**config.mk**
```make
export PLATFORM = sky130hd
export DESIGN_NAME = karat_mult_sched
export DESIGN_NICKNAME = d
export VERILOG_FILES = /design/src/rtl/karat_mult_sched.sv
export SDC_FILE = /design/constraint.sdc
export NUM_CORES = 1
export LEC_CHECK = 0
export CAP_MARGIN = 40
export CORE_AREA = 2 2 187 189
export CTS_BUF_LIST = sky130_fd_sc_hd__clkbuf_4 sky130_fd_sc_hd__clkbuf_8
export CTS_CLUSTER_DIAMETER = 100
export CTS_CLUSTER_SIZE = 8
export DETAILED_ROUTE_END_ITERATION = 8
export DIE_AREA = 0 0 189 191
export SLEW_MARGIN = 20
export SYNTH_ARGS = -nofsm -noshare
export SYNTH_HDL_FRONTEND = slang
export SYNTH_SLANG_ARGS = --single-unit
export TNS_END_PERCENT = 100
```
**constraint.sdc**
```tcl
create_clock -name clk -period 1.8 [get_ports clk]
set_input_delay 0.27 -clock clk [delete_from_list [all_inputs] [get_ports clk]]
set_output_delay 0.27 -clock clk [all_outputs]
set_load 0.05 [all_outputs]
```
**src/rtl/karat_mult_sched.sv**
```systemverilog
// -----------------------------------------------------------------------------
// karat_mult_sched
//   Shares one external multiplier among NREQ requesters. A round-robin
//   arbiter accepts one operand pair at a time, launches the multiplier with a
//   single-cycle start pulse, waits (bounded by TMO cycles) for the done flag
//   and presents the product on a valid/ready response port tagged with the
//   owner's index. Only one multiplication is ever outstanding.
//
// Ports
//   clk, rst_n            clock (rising edge), asynchronous active-low reset
//   req_valid/req_ready   per-requester handshake; ready is one-hot or zero
//   req_x, req_y          packed operands, requester i in bits [i*W +: W]
//   rsp_valid/rsp_ready   response handshake
//   rsp_id, rsp_o         owner index and 2*W-bit product
//   rsp_err               response ended by timeout (rsp_o is zero then)
//   mul_x, mul_y          operands to the multiplier
//   mul_start             one-cycle launch pulse
//   mul_done, mul_o       multiplier finish flag and product
//   op_cnt                completed non-error responses, wraps at 16 bits
// -----------------------------------------------------------------------------
module karat_mult_sched #(
    parameter  int NREQ = 4,
    parameter  int W    = 32,
    parameter  int TMO  = 64,
    localparam int IDW  = (NREQ > 1) ? $clog2(NREQ) : 1,
    localparam int CW   = $clog2(TMO)
) (
    input  logic              clk,
    input  logic              rst_n,
    input  logic [NREQ-1:0]   req_valid,
    output logic [NREQ-1:0]   req_ready,
    input  logic [NREQ*W-1:0] req_x,
    input  logic [NREQ*W-1:0] req_y,
    output logic              rsp_valid,
    input  logic              rsp_ready,
    output logic [IDW-1:0]    rsp_id,
    output logic [2*W-1:0]    rsp_o,
    output logic              rsp_err,
    output logic [W-1:0]      mul_x,
    output logic [W-1:0]      mul_y,
    output logic              mul_start,
    input  logic              mul_done,
    input  logic [2*W-1:0]    mul_o,
    output logic [15:0]       op_cnt
);

    typedef enum logic [1:0] {IDLE, ISSUE, WAIT, RESP} state_t;

    state_t         state, state_nx;
    logic [IDW-1:0] last_grant;
    logic [IDW-1:0] grant_idx;
    logic           grant_hit;
    logic [W-1:0]   grant_x, grant_y;
    logic [W-1:0]   x_q, y_q;
    logic [CW-1:0]  wait_cnt;
    logic           timeout;

    // Round-robin pick. Both loops scan downward so the last hit is the
    // lowest index; the upper half (above last_grant) runs second and so
    // overrides any wrapped-around candidate.
    // NOTE: every signal written here gets a default first, otherwise a path
    // that skips the assignment would infer a latch.
    always_comb begin
        grant_hit = 1'b0;
        grant_idx = '0;
        grant_x   = '0;
        grant_y   = '0;
        for (int i = NREQ - 1; i >= 0; i--) begin
            if (req_valid[i] && (i <= int'(last_grant))) begin
                grant_hit = 1'b1;
                grant_idx = IDW'(i);
                grant_x   = req_x[i*W +: W];
                grant_y   = req_y[i*W +: W];
            end
        end
        for (int i = NREQ - 1; i >= 0; i--) begin
            if (req_valid[i] && (i > int'(last_grant))) begin
                grant_hit = 1'b1;
                grant_idx = IDW'(i);
                grant_x   = req_x[i*W +: W];
                grant_y   = req_y[i*W +: W];
            end
        end
    end

    // mul_done wins over the timeout on the final wait cycle.
    assign timeout = (state == WAIT) && !mul_done && (wait_cnt == CW'(TMO - 1));

    // NOTE: state and datapath registers use non-blocking assignments so every
    // flop samples pre-edge values regardless of process evaluation order.
    always_ff @(posedge clk or negedge rst_n) begin
        if (!rst_n) state <= IDLE;
        else        state <= state_nx;
    end

    always_comb begin
        state_nx = state;
        unique case (state)
            IDLE:    if (grant_hit)           state_nx = ISSUE;
            ISSUE:                            state_nx = WAIT;
            WAIT:    if (mul_done || timeout) state_nx = RESP;
            RESP:    if (rsp_ready)           state_nx = IDLE;
            default:                          state_nx = IDLE;
        endcase
    end

    assign req_ready = (state == IDLE && grant_hit) ? (NREQ'(1) << grant_idx) : '0;
    assign mul_start = (state == ISSUE);
    assign rsp_valid = (state == RESP);
    assign mul_x     = (state == ISSUE || state == WAIT) ? x_q : '0;
    assign mul_y     = (state == ISSUE || state == WAIT) ? y_q : '0;

    // NOTE: the operand latches are reset as well, so a reset mid-operation
    // leaves no stale data behind even though mul_x/mul_y are gated by state.
    always_ff @(posedge clk or negedge rst_n) begin
        if (!rst_n) begin
            x_q        <= '0;
            y_q        <= '0;
            rsp_id     <= '0;
            rsp_o      <= '0;
            rsp_err    <= 1'b0;
            wait_cnt   <= '0;
            op_cnt     <= '0;
            last_grant <= IDW'(NREQ - 1);
        end else begin
            unique case (state)
                IDLE: begin
                    if (grant_hit) begin
                        x_q    <= grant_x;
                        y_q    <= grant_y;
                        rsp_id <= grant_idx;
                    end
                end
                ISSUE: wait_cnt <= '0;
                WAIT: begin
                    if (mul_done) begin
                        rsp_o   <= mul_o;
                        rsp_err <= 1'b0;
                    end else if (timeout) begin
                        rsp_o   <= '0;
                        rsp_err <= 1'b1;
                    end else begin
                        wait_cnt <= wait_cnt + 1'b1;
                    end
                end
                RESP: begin
                    if (rsp_ready) begin
                        last_grant <= rsp_id;
                        if (!rsp_err) op_cnt <= op_cnt + 16'd1;
                    end
                end
                default: ;
            endcase
        end
    end

endmodule

```
== Word-level counts from Yosys, hierarchy flattened ==
Index checks and enable logic that the tools add are counted.
Cells by class
  shift-type cells: 1
  $add $sub $neg: 2
  multiplexer cells: 42
  equal/unequal tests: 9
  div/mod/pow operators: 0
  multipliers: 0
  $lt $le $gt $ge: 6
  reductions and logical operators: 21
  bitwise operators: 1
Operator list (count)
  $mux W32: 16
  $mux W64: 2
  $mux W2: 10
  $add A16 B1 Y16 const B: 1
  $mux W6: 2
  $pmux W6 S2: 1
  $logic_and A1 B1 Y1: 9
  $mux W1: 9
  $reduce_and A3 Y1: 3
  $pmux W2 S4: 1
  $add A6 B1 Y6 const B: 1
  $eq A6 B6 Y1 const B: 1
  $ne A2 B2 Y1 const B: 3
  $reduce_and A2 Y1: 3
  $eq A2 B2 Y1 const B: 2
  $gt A2 B2 Y1 const A: 2
  $le A2 B2 Y1 const A: 2
  $mux W4: 1
  $ne A2 B1 Y1 const B: 2
  $reduce_bool A2 Y1: 2
  $shl A1 B2 Y4 const A: 1
  $eq A2 B1 Y1 const B: 1
  $gt A1 B2 Y1 const A: 1
  $le A1 B2 Y1 const A: 1
  4 further kinds: 5
Word-level totals
  memories: 0
  input port bits: 328
  bits in writable memories: 0
  latch bits: 0
  output and inout bits: 153
  memory bits (read-only): 0
  flip-flop bits (word level): 157

== Logic depth before layout (Yosys ltp) ==
  depth after elaboration: 11
  mapped depth: 8
  gate-level depth less buffers: 6

== Worst setup path before layout ==
Ideal clock, no wire load.
  path kind: register to output
  from: register last_grant[1]
  to: output req_ready[1]
  required time: 1.530 ns
  buffers on the path: 2
  setup slack: -0.466 ns
  stages on the path, launching flop included: 6
  arrival: 1.996 ns
  cells stage by stage: dfstp_2 -> buf_4 -> clkbuf_1 -> o211ai_1 -> a31o_2 -> nor2_1
On the way
  word-level cells in the longest chain between the ends: 11
  elaborated cells between the ends (all ways): 29
  those cells by class: order compare: 6; shift: 1; mux: 15; reduce/logical: 7
Ends and longest elaborated chain
  start: declaration: line 50  | logic [IDW-1:0] last_grant;
  start signal: assignment: line 124  | last_grant <= IDW'(NREQ - 1);
  start signal: assignment: line 148  | last_grant <= rsp_id;
  $le A2 B2 Y1: line 69  | if (req_valid[i] && (i <= int'(last_grant))) begin
  $logic_and A1 B1 Y1: line 69
  $mux W2 / $mux W1 (equally long branches) (4 in a row): line 69
  $mux W2 / $mux W1 (equally long branches) (3 in a row): line 77  | if (req_valid[i] && (i > int'(last_grant))) begin
  $shl A1 B2 Y4 / $logic_and A1 B1 Y1 (equally long branches): line 107  | assign req_ready = (state == IDLE && grant_hit) ? (NREQ'(1) << grant_idx) : '0;
  $mux W4 *: line 107
  end: declaration: line 31  | output logic [NREQ-1:0] req_ready,
Every way passes the cells marked *; elsewhere a longest branch is shown, timed or not.

== Worst setup path in the final report ==
  from: register last_grant[0]
  to: output req_ready[0]
The elaborated chain is that of the path after synthesis.

==> results.ini <==
[outcome]
status=finished, violations left
failed_checks=setup timing

[pwr]
pwr_density_cell_nw_per_um2=1834
combPwrFrac_pct=74.4
vdd_drop_max_mv=1.138
power_frac_clock_pct=8.4
net-switching-power_w=0.01709
leakage_nw=7.775
power.internal_w=0.01774
sw_frac_of_total_pct=49.07
p_seq_share_pct=17.1

[die]
horizontal_die_dimension_um=189
initial_cell_density_of_the_core_pct=32.59
core-area_um2=34120
row_count=68
die_area_um2=36100
ios=481
floorplan.die.height_um=191

[hold_path]
timing.hold.worst.class=in2async

[drt]
drtIter0Drc=1181
drt_wl_total_um=53200
via_per_inst=5.649
first_pass_iters=7
drtAntennaViolNets=0
total_vias_in_the_final_route=14000
avgRoutedWirePerCell_um=21.46
drcViolationCount=0

[final_layout]
register_area_um2=3935
fin_nets=2337
layout_commonest_cell=sky130_fd_sc_hd__clkdlybuf4s50_1
fillCellCount=3131
multiInputGateArea_um2=6957
area_growth_syn_to_layout_pct=70.83
fraction_of_final_layout_cells_sized_beyond_drive_strength_1_pct=20.50
final_cell_area_um2=19000
most_frequent_cells_in_the_layout=sky130_fd_sc_hd__clkdlybuf4s50_1, sky130_fd_sc_hd__o21ai_0, sky130_fd_sc_hd__nand2_1

[place]
detailed_place_hpwl_um=35840
placement.cell_area_um2=17430
place.gp.congestion=0.8808
buffer_ports.inserted=480

[worst_setup_path]
start_kind=flip-flop
worst-setup-path-type=reg2out
cp.required_ps=1530
regToRegSetupSlack_ps=-230
timing.critical_path.to_type=output pin
cp_data_arrival_time_ps=1950
cp_max_fo=5

[cts]
clk_transition_reported_paths_ps=110
cts_made_buffers=17
clock_tree.htree_level_count=4
tritoncts_clock_tree=done
max-clock-path-buffers=2
clock_latency_ps=460
cts_sinks=157
cts_root_buf=sky130_fd_sc_hd__clkbuf_8

[sta]
crit_share_post_route_pct=123.2
timing.setup.tns_ps=-26490
holdWs_ps=252.5
drv_slew=0
worst_pin_slew_ps=734.5
grt_setup_unrepaired=true
maxSlewHeadroom_pct=51.04
final_period_demand_of_the_worst_path_ps=2217
fmax_mhz=451.0
finalSetupViolCount=132
fin_ws_ps=-417.4
skew_ps=25.06
final-hold-violation-count=0

[synth]
synth_fa_ha_area_share_pct=0.7877
synth.mux.area_fraction_pct=0.3038
post_synth_inst_count=1524
synth_top_family_by_area=compound AO/OA/AOI/OAI gates
mappedNetlistArea_um2=11120
yosysWarningCount=0
synth-compound-area-share_pct=34.14
syn-num-nets=1859
synth-seq-area-share_pct=35.36
syn-mean-instance-area_um2=7.296
synth_xor_area_share_pct=1.182
synth.distinct_cells=44
post_synth_and_or_nand_nor_area_fraction_pct=22.02
synth_seq_cells=157

[grt]
first_global_vias=13430
grt_first_pass_wirelength_um=78840
grt_antenna_before_repair=8
pin_count_of_the_biggest_net_entering_global_routing=106
grt.overflow.total=0
grt.total_usage_pct=28.18

[run]
cap_viol_max_count=0

[final cells by class]
type,count,share of cell area (%)
sequential,157,20.72
tap,455,2.997
clock inverter,14,0.8826
antenna,9,0.1186
inverter,7,0.1383
multi-input combinational,1210,36.62
timing repair buffer,609,37.22
clock buffer,18,1.304
[state kept, by name, summed over array words and instances, names as in the netlist]
signal and flops:
state 2, rsp_id 2, wait_cnt 6, op_cnt 16
rsp_err 1, rsp_o 64, x_q 32, last_grant 2
y_q 32
[final timing paths]
check	start	end	cells after the start
worst min register to register	op_cnt[15]	op_cnt[15]	1
worst max register to register	last_grant[0]	x_q[11]	11
min in group clk	req_valid[0]	x_q[8]	4
worst min-delay path	rst_n	x_q[22]	2
worst max-delay path	last_grant[0]	req_ready[0]	5
max in group asynchronous	rst_n	op_cnt[5]	3
[critical path, cell delays in order, from the launching register on]
cell and delay (ps):
sky130_fd_sc_hd__dfstp_2 570, sky130_fd_sc_hd__nand2b_4 130, sky130_fd_sc_hd__o211ai_1 130, sky130_fd_sc_hd__a31o_4 280, sky130_fd_sc_hd__nor3_4 220, sky130_fd_sc_hd__buf_12 170
[per-layer routing]
| layer | GRT usage (%) | wire length [µm] |
|---|---|---|
| met2 | 47.53 | 25400 |
| met5 | 0 | 0 |
| met1 | 33.88 | 20570 |
| met3 | 6.205 | 4654 |
| met4 | 14.03 | 2570 |
[Yosys cell counts (all sizes together)]
cell      n  area, µm²
nor2b    69      431.7
dfrtp   155       3879
nand2   211      794.5
o31ai     1      7.510
xor2      5      43.79
a21oi   132      660.6
nand3    72      360.4
a22o     67      586.8
a21boi    1      7.510
o21a      2      15.01
nor3      4      30.03
clkbuf   75      281.5
a21o      1      7.510
mux2      3      33.78
ha        7      87.58
or2       2      12.52
o21ai   331       1672
inv       7      26.28
nor2     77      289.0
and3      2      12.51
dfstp     2      52.55
and4b     1      10.01
and2     65      406.6
buf      75      382.9
and3b     1      8.760
xnor2    10      87.58
nor4      2      18.77
o211ai    1      7.510
a22oi     1      7.510
a31o      1      8.760
and4      2      17.52
nand4     6      37.54
nand2b    3      18.77
a211o     1      8.760
a31oi   129      807.0
[stage by stage]
stage / setup WS, ps / util, % / power (W) / instances
2_1_floorplan: -162.3 / - / 0.01884 / 1524
3_3_place_gp: -439.4 / 51.10 / 0.02854 / 2389
3_5_place_dp: -495.2 / 51.10 / 0.02877 / 2389
4_1_cts: -433.4 / 55.01 / 0.03468 / 2461
5_1_grt: -498.1 / 55.66 / 0.03657 / 2477
6_report: -417.4 / 55.68 / 0.03484 / 2479
[power groups by stage]
| stage | sequential (W) | clock [W] | combinational (W) |
|---|---|---|---|
| 6_report | 0.00597 | 0.00294 | 0.0259 |
| 5_1_grt | 0.00615 | 0.00317 | 0.0272 |
| 4_1_cts | 0.00596 | 0.00302 | 0.0257 |
| 3_5_place_dp | 0.00602 | 0 | 0.0228 |
| 3_3_place_gp | 0.00600 | 0 | 0.0225 |
| 2_1_floorplan | 0.00841 | 0 | 0.0104 |
[kinds of logic after synthesis]
family	Yosys count
adders and majority gates	7
buffers and inverters	157
muxes	3
AOI/OAI and AO/OA	668
and+or+nand+nor	517
xor gates and xnor gates	15
DFF	157
[repair_timing]
| action | CTS | global route |
|---|---|---|
| gates cloned | 13 | 3 |
| gates resized for setup | 137 | 52 |
| endpoints found under the hold margin | 26 | 0 |
| endpoints found under the setup margin | 165 | 189 |
| hold buffers | 1 | 0 |
| pin swaps | 55 | 50 |
| buffers inserted | 26 | 14 |
No activity file was read; power rests on OpenSTA's default activity.
